--- config.mk ---
export PLATFORM = sky130hd
export DESIGN_NAME = writeback_queue_flat
export DESIGN_NICKNAME = d
export VERILOG_FILES = /design/src/rtl/wb_pkg.sv /design/src/rtl/writeback_queue_if.sv /design/src/rtl/wb_fifo.sv /design/src/rtl/writeback_queue.sv /design/src/flat_wrapper.sv
export SDC_FILE = /design/constraint.sdc
export NUM_CORES = 1
export LEC_CHECK = 0
export ABC_AREA = 1
export BUFFER_PORTS_ARGS = -buffer_cell sky130_fd_sc_hd__buf_2
export CAP_MARGIN = 25
export CORE_MARGIN = 2
export CORE_UTILIZATION = 25
export CTS_CLUSTER_SIZE = 20
export DETAILED_ROUTE_END_ITERATION = 6
export GPL_TIMING_DRIVEN = 0
export PLACE_DENSITY_LB_ADDON = 0.2
export SYNTH_ARGS = -nofsm -noshare
export SYNTH_HDL_FRONTEND = slang
export SYNTH_SLANG_ARGS = --single-unit
--- constraint.sdc ---
create_clock -name clk -period 10.1 [get_ports clk]
set_clock_uncertainty 0.05 [all_clocks]
set_input_delay 1.515 -clock clk [delete_from_list [all_inputs] [get_ports clk]]
set_output_delay 1.515 -clock clk [all_outputs]
set_load 0.01 [all_outputs]
--- src/rtl/wb_pkg.sv ---
// Shared types and helpers for the writeback queue: register-file geometry and
// the queued write entry.
package wb_pkg;

    localparam int XLEN       = 32;
    localparam int REG_ADDR_W = 5;
    localparam int NUM_REGS   = 32;

    typedef struct packed {
        logic [REG_ADDR_W-1:0] rd;
        logic [XLEN-1:0]       data;
    } wb_entry_t;

    function automatic logic [NUM_REGS-1:0] rd_onehot(input logic [REG_ADDR_W-1:0] rd);
        logic [NUM_REGS-1:0] mask;
        mask     = {NUM_REGS{1'b0}};
        mask[rd] = 1'b1;
        return mask;
    endfunction

endpackage

--- src/rtl/writeback_queue_if.sv ---
// Writeback bus: load and ALU result handshakes in, register-file write and
// queue status out.
interface writeback_queue_if;
    import wb_pkg::*;

    logic                  ld_valid;
    logic [REG_ADDR_W-1:0] ld_rd;
    logic [XLEN-1:0]       ld_data;
    logic                  ld_ready;
    logic                  alu_valid;
    logic [REG_ADDR_W-1:0] alu_rd;
    logic [XLEN-1:0]       alu_data;
    logic                  alu_ready;
    logic                  reg_we;
    logic [REG_ADDR_W-1:0] reg_wr;
    logic [XLEN-1:0]       reg_wdata;
    logic [NUM_REGS-1:0]   busy_mask;
    logic                  full;
    logic                  empty;

    modport master (
        output ld_valid, ld_rd, ld_data, alu_valid, alu_rd, alu_data,
        input  ld_ready, alu_ready, reg_we, reg_wr, reg_wdata, busy_mask, full, empty
    );

    modport slave (
        input  ld_valid, ld_rd, ld_data, alu_valid, alu_rd, alu_data,
        output ld_ready, alu_ready, reg_we, reg_wr, reg_wdata, busy_mask, full, empty
    );

endinterface

--- src/rtl/wb_fifo.sv ---
// Circular FIFO of pending register writes; exposes its storage and per-slot
// valid bits so the owner can build the busy mask.
module wb_fifo
    import wb_pkg::*;
#(
    parameter int DEPTH = 4
) (
    input  logic                  clk,
    input  logic                  rst,
    input  logic                  push,
    input  wb_entry_t             push_entry,
    input  logic                  pop,
    output wb_entry_t             head_entry,
    output logic                  full,
    output logic                  empty,
    output logic [DEPTH-1:0]      valid_mask,
    output wb_entry_t [DEPTH-1:0] entries
);

    localparam int PTR_W = $clog2(DEPTH);
    localparam int CNT_W = PTR_W + 1;

    wb_entry_t [DEPTH-1:0] mem_r;
    logic [PTR_W-1:0]      head_r;
    logic [PTR_W-1:0]      tail_r;
    logic [CNT_W-1:0]      count_r;
    logic                  push_ok_s;
    logic                  pop_ok_s;

    assign full       = (count_r == CNT_W'(DEPTH));
    assign empty      = (count_r == CNT_W'(0));
    assign push_ok_s  = push && !full;
    assign pop_ok_s   = pop && !empty;
    assign head_entry = mem_r[head_r];
    assign entries    = mem_r;

    // Storage, pointers and occupancy; pointers wrap naturally since DEPTH is a power of two.
    always_ff @(posedge clk or posedge rst) begin
        if (rst) begin
            mem_r   <= '{default: '0};
            head_r  <= PTR_W'(0);
            tail_r  <= PTR_W'(0);
            count_r <= CNT_W'(0);
        end else begin
            if (push_ok_s) begin
                mem_r[tail_r] <= push_entry;
                tail_r        <= tail_r + PTR_W'(1);
            end
            if (pop_ok_s) begin
                head_r <= head_r + PTR_W'(1);
            end
            case ({push_ok_s, pop_ok_s})
                2'b10:   count_r <= count_r + CNT_W'(1);
                2'b01:   count_r <= count_r - CNT_W'(1);
                default: count_r <= count_r;
            endcase
        end
    end

    // A slot holds a live entry when its distance from head is below the count.
    always_comb begin
        valid_mask = {DEPTH{1'b0}};
        for (int i = 0; i < DEPTH; i++) begin
            valid_mask[i] = ({1'b0, PTR_W'(i) - head_r} < count_r);
        end
    end

endmodule

--- src/rtl/writeback_queue.sv ---
// Register-file writeback arbiter: load/ALU results are queued and retired one
// per cycle. Define WB_BYPASS_EN to let a write skip an empty queue.
module writeback_queue
    import wb_pkg::*;
#(
    parameter int DEPTH = 4
) (
    input  logic              clk,
    input  logic              rst,
    writeback_queue_if.slave  bus
);

    wb_entry_t             ld_entry_s;
    wb_entry_t             alu_entry_s;
    wb_entry_t             sel_entry_s;
    wb_entry_t             head_entry_s;
    wb_entry_t [DEPTH-1:0] entries_s;
    logic [DEPTH-1:0]      valid_mask_s;
    logic                  fifo_full_s;
    logic                  fifo_empty_s;
    logic                  ld_ready_s;
    logic                  alu_ready_s;
    logic                  ld_xfer_s;
    logic                  alu_xfer_s;
    logic                  live_s;
    logic                  bypass_s;
    logic                  push_s;
    logic                  pop_s;
    logic [NUM_REGS-1:0]   busy_s;

    logic                  reg_we_r;
    logic [REG_ADDR_W-1:0] reg_wr_r;
    logic [XLEN-1:0]       reg_wdata_r;

    assign ld_entry_s  = '{rd: bus.ld_rd,  data: bus.ld_data};
    assign alu_entry_s = '{rd: bus.alu_rd, data: bus.alu_data};

    // Readiness comes from the registered count, so a same-edge pop never frees a slot.
    assign ld_ready_s  = !fifo_full_s;
    assign alu_ready_s = !fifo_full_s && !bus.ld_valid;
    assign ld_xfer_s   = bus.ld_valid && ld_ready_s;
    assign alu_xfer_s  = bus.alu_valid && alu_ready_s;
    assign sel_entry_s = ld_xfer_s ? ld_entry_s : alu_entry_s;
    // Writes to r0 are handshaken but dropped.
    assign live_s      = (ld_xfer_s || alu_xfer_s) && (sel_entry_s.rd != REG_ADDR_W'(0));
    assign pop_s       = !fifo_empty_s;

`ifdef WB_BYPASS_EN
    assign bypass_s = live_s && fifo_empty_s;
`else
    assign bypass_s = 1'b0;
`endif

    assign push_s = live_s && !bypass_s;

    wb_fifo #(.DEPTH(DEPTH)) u_fifo (
        .clk        (clk),
        .rst        (rst),
        .push       (push_s),
        .push_entry (sel_entry_s),
        .pop        (pop_s),
        .head_entry (head_entry_s),
        .full       (fifo_full_s),
        .empty      (fifo_empty_s),
        .valid_mask (valid_mask_s),
        .entries    (entries_s)
    );

    // Output register: one-cycle write pulse; address and data hold when idle.
    always_ff @(posedge clk or posedge rst) begin
        if (rst) begin
            reg_we_r    <= 1'b0;
            reg_wr_r    <= REG_ADDR_W'(0);
            reg_wdata_r <= XLEN'(0);
        end else if (pop_s) begin
            reg_we_r    <= 1'b1;
            reg_wr_r    <= head_entry_s.rd;
            reg_wdata_r <= head_entry_s.data;
        end else if (bypass_s) begin
            reg_we_r    <= 1'b1;
            reg_wr_r    <= sel_entry_s.rd;
            reg_wdata_r <= sel_entry_s.data;
        end else begin
            reg_we_r    <= 1'b0;
        end
    end

    // Pending-write scoreboard for hazard detection: queued entries plus the write in flight.
    always_comb begin
        busy_s = reg_we_r ? rd_onehot(reg_wr_r) : {NUM_REGS{1'b0}};
        for (int i = 0; i < DEPTH; i++) begin
            busy_s = busy_s | (valid_mask_s[i] ? rd_onehot(entries_s[i].rd) : {NUM_REGS{1'b0}});
        end
    end

    assign bus.ld_ready  = ld_ready_s;
    assign bus.alu_ready = alu_ready_s;
    assign bus.reg_we    = reg_we_r;
    assign bus.reg_wr    = reg_wr_r;
    assign bus.reg_wdata = reg_wdata_r;
    assign bus.busy_mask = busy_s;
    assign bus.full      = fifo_full_s;
    assign bus.empty     = fifo_empty_s;

endmodule

--- src/flat_wrapper.sv ---
// flat-port wrapper written by rule: the top's interface ports become plain ports
module writeback_queue_flat import wb_pkg::*;
#(
    parameter int DEPTH = 4
)
  (clk, rst, bus_ld_valid, bus_ld_rd, bus_ld_data, bus_alu_valid, bus_alu_rd, bus_alu_data, bus_ld_ready, bus_alu_ready, bus_reg_we, bus_reg_wr, bus_reg_wdata, bus_busy_mask, bus_full, bus_empty);
  writeback_queue_if bus_i ();
  input  logic clk;
  input  logic rst;
  input wire logic [$bits(bus_i.ld_valid)-1:0] bus_ld_valid;
  input wire logic [$bits(bus_i.ld_rd)-1:0] bus_ld_rd;
  input wire logic [$bits(bus_i.ld_data)-1:0] bus_ld_data;
  input wire logic [$bits(bus_i.alu_valid)-1:0] bus_alu_valid;
  input wire logic [$bits(bus_i.alu_rd)-1:0] bus_alu_rd;
  input wire logic [$bits(bus_i.alu_data)-1:0] bus_alu_data;
  output wire logic [$bits(bus_i.ld_ready)-1:0] bus_ld_ready;
  output wire logic [$bits(bus_i.alu_ready)-1:0] bus_alu_ready;
  output wire logic [$bits(bus_i.reg_we)-1:0] bus_reg_we;
  output wire logic [$bits(bus_i.reg_wr)-1:0] bus_reg_wr;
  output wire logic [$bits(bus_i.reg_wdata)-1:0] bus_reg_wdata;
  output wire logic [$bits(bus_i.busy_mask)-1:0] bus_busy_mask;
  output wire logic [$bits(bus_i.full)-1:0] bus_full;
  output wire logic [$bits(bus_i.empty)-1:0] bus_empty;
  assign bus_i.ld_valid = bus_ld_valid;
  assign bus_i.ld_rd = bus_ld_rd;
  assign bus_i.ld_data = bus_ld_data;
  assign bus_i.alu_valid = bus_alu_valid;
  assign bus_i.alu_rd = bus_alu_rd;
  assign bus_i.alu_data = bus_alu_data;
  assign bus_ld_ready = bus_i.ld_ready;
  assign bus_alu_ready = bus_i.alu_ready;
  assign bus_reg_we = bus_i.reg_we;
  assign bus_reg_wr = bus_i.reg_wr;
  assign bus_reg_wdata = bus_i.reg_wdata;
  assign bus_busy_mask = bus_i.busy_mask;
  assign bus_full = bus_i.full;
  assign bus_empty = bus_i.empty;
  writeback_queue #(.DEPTH(DEPTH)) u_core (.clk(clk), .rst(rst), .bus(bus_i));
endmodule
Word-level counts from Yosys, hierarchy flattened:

Cells that the tools add are included.
Widths: inputs -> output; s select.

* output and inout bits: 74
* logic and storage cells: 87
* register bits: 193
* bits of input ports: 78

* magnitude comparators: 17
* add/sub/neg operators: 8
* bitwise logic cells: 4
* reductions and logical operators: 18
* multiplexer cells: 23
* equality and inequality tests: 3

Operators by type and width (number)
* $mux 32: 5
* $bwmux 148: 1
* $or 32x32->32: 4
* $mux 37: 3
* $bmux 37 s2: 1
* $demux 37 s2: 1
* $lt 5x6->1 const B: 5
* $demux 1 s5: 5
* $ge 5x1->1 const B: 5
* $lt 2x3->1: 4
* $logic_and 1x1->1: 11
* $lt 2x3->1 const B: 2
* $mux 1: 6
* $pmux 3 s2: 1
* $reduce_bool 5->1: 1
* $add 2x1->2 const B: 2
* $sub 1x2->2 const A: 2
* $sub 2x2->2 const A: 2
* $add 3x1->3 const B: 1
* $eq 3x3->1 const B: 1
* $logic_not 1->1: 3
* $logic_not 3->1: 1
* $sub 3x1->3 const B: 1
* $eq 2x1->1 const B: 1
* 4 further kinds: 4

Logic depth before layout (Yosys ltp):

* depth after elaboration: 9
* depth in mapped cells: 18
* mapped depth without buffers: 16

Modules after synthesis:

A second synthesis with hierarchy kept.

* cell total of the unflattened synthesis: 1446
* area total of the unflattened synthesis: 10831.6 um^2

By module, submodules not included
* wb_fifo: area an instance 7567.3 um^2, sequential area each 3878.7 um^2, times used 1, cells an instance 931
* writeback_queue: area an instance 3264.4 um^2, sequential area each 950.9 um^2, times used 1, cells an instance 515

Worst setup path after synthesis:

No wires, ideal clock.

* path kind: flip-flop to output port
* start point: register u_core.u_fifo.head_r[1]
* end point: output bus_busy_mask[18]
* data required time: 8.535 ns
* cell stages (with the launch flop): 12
* setup slack: 6.133 ns
* buffers on the path: 2
* data arrival time: 2.402 ns
* cell sequence: dfrtp_1 -> nand2_1 -> clkbuf_1 -> clkbuf_1 -> nand2_1 -> ha_1 -> nand3_1 -> o21a_1 -> inv_1 -> nor3_1 -> a21oi_1 -> o211ai_1

* word-level cells in the longest chain between the ends: 7
* elaborated cells on any way between the ends: 16
* those cells by class: 4 x add/sub; 4 x order compare; 4 x mux; 4 x bitwise

RTL lines
* start: declaration: line wb_fifo.sv:24 `logic [PTR_W-1:0] head_r;`
* start signal: assignment: line wb_fifo.sv:50 `head_r <= head_r + PTR_W'(1);`
* $sub 1x2->2: line wb_fifo.sv:64 `valid_mask[i] = ({1'b0, PTR_W'(i) - head_r} < count_r);`
* $lt 2x3->1: line wb_fifo.sv:64
* $mux 32: line writeback_queue.sv:92 `busy_s = busy_s | (valid_mask_s[i] ? rd_onehot(entries_s[i].rd) : {NUM_REGS{1'b0}});`
* $or 32x32->32 (3 in a row): line writeback_queue.sv:92
* $or 32x32->32 *: line writeback_queue.sv:92
* end: declaration: line flat_wrapper.sv:21 `output wire logic [$bits(bus_i.busy_mask)-1:0] bus_busy_mask;`

Every way passes the cells marked *; elsewhere a longest branch is shown, timed or not.

Final worst setup path:

* start point: register u_core.u_fifo.head_r[0]
* end point: output bus_busy_mask[2]

The elaborated chain is that of the path after synthesis.

==> impl_metrics.tcl <==
set metrics [dict create \
    outcome "completed" \
    synth-edff-count 0 \
    synth_simple_gate_area_share_pct 23.2 \
    layoutNonFillerInstCount 2046 \
    h-tree-depth 4 \
    p_leak_nw 6.02 \
    diodes 0 \
    r2r_start "u_core.u_fifo.count_r[0]$_DFFE_PP0P_" \
    grt_pass1_vias 9819 \
    synth.area.top_cells "dfrtp_1 47%, nand2_1 17%, o21ai_0 7.1%" \
    setup_viol 0 \
    synth_seq_cells 193 \
    num_rows 74 \
    synth_mux_area_share_pct 3.49 \
    maxCapViolCount 0 \
    combPwrFrac_pct 52.9 \
    post_dp_cell_area_mm2 0.0118 \
    finalCriticalPeriod_ps 5920 \
    clk_latency_ps 440 \
    postRouteAntennaNets 0 \
    nNetsFinal 1588 \
    syn2layout_area_growth_pct 20.5 \
    grt_overflow_total 0 \
    startpoint_type "flop" \
    timing.final.crit_share_pct 58.6 \
    tightest_slew_ps 956 \
    clk_pin_slew_ps 70 \
    ys_top_cells_by_count "457 x nand2_1, 193 x dfrtp_1, 147 x o21ai_0" \
    synth_cell_types 33 \
    relSlewSlack_pct 36.0 \
    drcViolationCount 0 \
    cts_made_buffers 17 \
    io_pins 152 \
    cts_resized 0 \
    final_cell_area_mm2 0.0125 \
    drtIter0Drc 670 \
    synth.top_cell.area_share_pct 46.7 \
    hold_class "reg2reg" \
    hold_viol 0 \
    r2r-end "u_core.u_fifo.count_r[2]$_DFFE_PP0P_" \
    synthCells 1325 \
    clock_sinks 193 \
    yosys.area_share.xor_xnor_pct 0.169 \
    ys_seq_area_share_pct 46.7 \
    rsz0062_at_grt "false" \
    grt_max_degree 113 \
    post_cts_buffers 0 \
    grt_pass1_wl_um 61900 \
    via_count 9950 \
    power_mw 4.46 \
    avgSynthCellArea_um2 7.80 \
    die_w_um 207 \
    syn_area_mm2 0.0103 \
    worstHoldPathCells 2 \
    die_h_um 207 \
    synth_nets 1412 \
    synth_compound_area_share_pct 16.7 \
    yosysTopAreaCell "dfrtp_1" \
    synth-main-ff-cell "dfrtp_1" \
    first_pass_iters 5 \
    yosysWarnings 0 \
    via_per_inst 4.86 \
    rr_worst_depth 18 \
    max_freq_ghz 0.169 \
    power_frac_clock_pct 16.4 \
    async_flop_share_pct 100 \
    cp.arrival_ps 4350 \
    path_max_fanout 10 \
    ctsHoldBuffers 0 \
    grt_antenna_before_repair 0 \
    clk_path_buf_depth 2 \
    end_kind "output pin" \
    wl_per_cell_um 19.8 \
    worstHoldStart "u_core.bus.reg_wdata[28]$_DFFE_PP0N_" \
    drv_slew 0 \
    dp_cells 2014 \
    gr-usage-all-layers_pct 18.9 \
    powerDensity_mw_per_mm2 358 \
    cp.required_ps 8540 \
    cts-root-buf "clkbuf_16" \
    port_buffers 151 \
    ir_worst_vdd_uv 127 \
    core_area_mm2 0.0408 \
    die_area_mm2 0.0430 \
    synth_fa_ha_area_share_pct 1.16 \
    drive_above_1_share_pct 17.8 \
    holdPathEnd "u_core.bus.reg_wdata[28]$_DFFE_PP0N_" \
    cts_tree "done" \
    p_seq_share_pct 30.8 \
    crit_type "reg2out" \
    fin_tns_setup_ps 0 \
    synth_top_family_by_area "simple AND/OR/NAND/NOR gates" \
    swShare_pct 49.2 \
    wl_um 40600 \
    fin_util_pct 30.5 \
    r2r_setup_slack_ps 7260 \
    gp_congestion 0.892 \
    yosysMostFrequentCell "nand2_1" \
    power.switching_mw 2.19 \
    dp_hpwl_um 29300 \
    p_int_mw 2.26 \
    start_util_pct 25.3 \
]
==> stage by stage <==
stage,hold slack [ps],setup slack (ps)
after floorplan,398,3280
after global placement,412,428
after detailed placement,411,4660
after CTS,433,4180
after global routing,452,4060
final,428,4180
==> routing by layer <==
layer,global-route usage [%],up-vias,wire [um]
met5,0,-,0
met4,5.52,0,1040
met3,2.95,55,1930
met2,31.1,299,18900
met1,25.5,4865,18700
li1,-,4731,-
==> worst max-delay path, stage by stage (launching register included) <==
cell and delay, ps:
dfrtp_1 460, nand2_1 110, clkbuf_1 520, clkbuf_1 680, nand2_1 210, ha_1 310, nand3_1 80, o21a_1 210
inv_1 90, nor3_1 590, buf_2 290, a21oi_1 80, o211ai_1 130, buf_2 170
==> flip-flops by register name, indices dropped and copies added, names as in the netlist <==
register               flops
u_core.u_fifo.tail_r       2
u_core.u_fifo.head_r       2
u_core.u_fifo.count_r      3
u_core.u_fifo.entries    148
u_core.bus.reg_we          1
u_core.bus.reg_wdata      32
u_core.bus.reg_wr          5
==> worst max path at each step <==
stage / slack [ps] / startpoint / cells after the start / to
detailed placement: 4660 / u_core.u_fifo.head_r[0]$_DFFE_PP0N_ / 13 / bus_busy_mask[2]
global route: 4060 / u_core.u_fifo.head_r[0]$_DFFE_PP0N_ / 13 / bus_busy_mask[2]
CTS: 4180 / u_core.u_fifo.head_r[0]$_DFFE_PP0N_ / 13 / bus_busy_mask[2]
floorplan: 3280 / rst / 1 / u_core.bus.reg_wdata[0]$_DFFE_PP0N_
finish: 4180 / u_core.u_fifo.head_r[0]$_DFFE_PP0N_ / 13 / bus_busy_mask[2]
global placement: 430 / rst / 2 / u_core.bus.reg_wr[3]$_DFFE_PP0N_
==> final cells by class <==
class                      count  area, um2
multi-input combinational    932       4640
clock buffer                  20        447
buffer                        66        379
sequential                   193       4830
inverter                     134        510
fill                        4476      28400
timing repair buffer         157        813
clock inverter                12        171
tap                          532        666
==> cells by family (layout without fill, tap and decap cells) <==
family / after synthesis / in the layout
and+or+nand+nor: 592 / 592
AOI/OAI and AO/OA: 297 / 297
buffers and inverters: 200 / 389
DFF: 193 / 193
muxes: 32 / 32
adders and majority gates: 9 / 9
xor gates and xnor gates: 2 / 2
==> power groups by stage <==
stage	Clock (mW)	Combinational, mW	Sequential (mW)
finish	0.730	2.36	1.37
global route	0.778	2.62	1.41
CTS	0.743	2.37	1.37
detailed placement	0	2.36	1.38
global placement	0	2.34	1.38
floorplan	0	1.41	1.36
==> layout by cell type (no fill, tap or decap), types with 3 or more instances in the layout <==
cell type  netlist  layout
clkbuf_1        35      37
a31oi_1          9       9
ha_1             8       8
nor2_1          35      35
o211ai_1         6       6
bufinv_16        0       3
o22ai_1         19      19
nand2_2          4       4
nand2_1        457     457
o21ai_2          3       3
inv_8            0       3
o21ai_0        147     147
inv_1          134     133
dfrtp_1        193     193
o21ai_1         32      32
inv_6            0       3
nor3_1          35      32
a21oi_1         28      28
nor2_2           5       5
nand4_1         12      12
buf_2           12     166
nor3_2           0       3
a22oi_1         19      19
buf_4            7       9
o22a_1           7       7
o2111ai_1       25      25
buf_6           12      12
nand3_1         36      36
nor4_1           4       4
clkbuf_16        0      17
mux2_2          32      32
No activity file was read; power rests on OpenSTA's default activity.
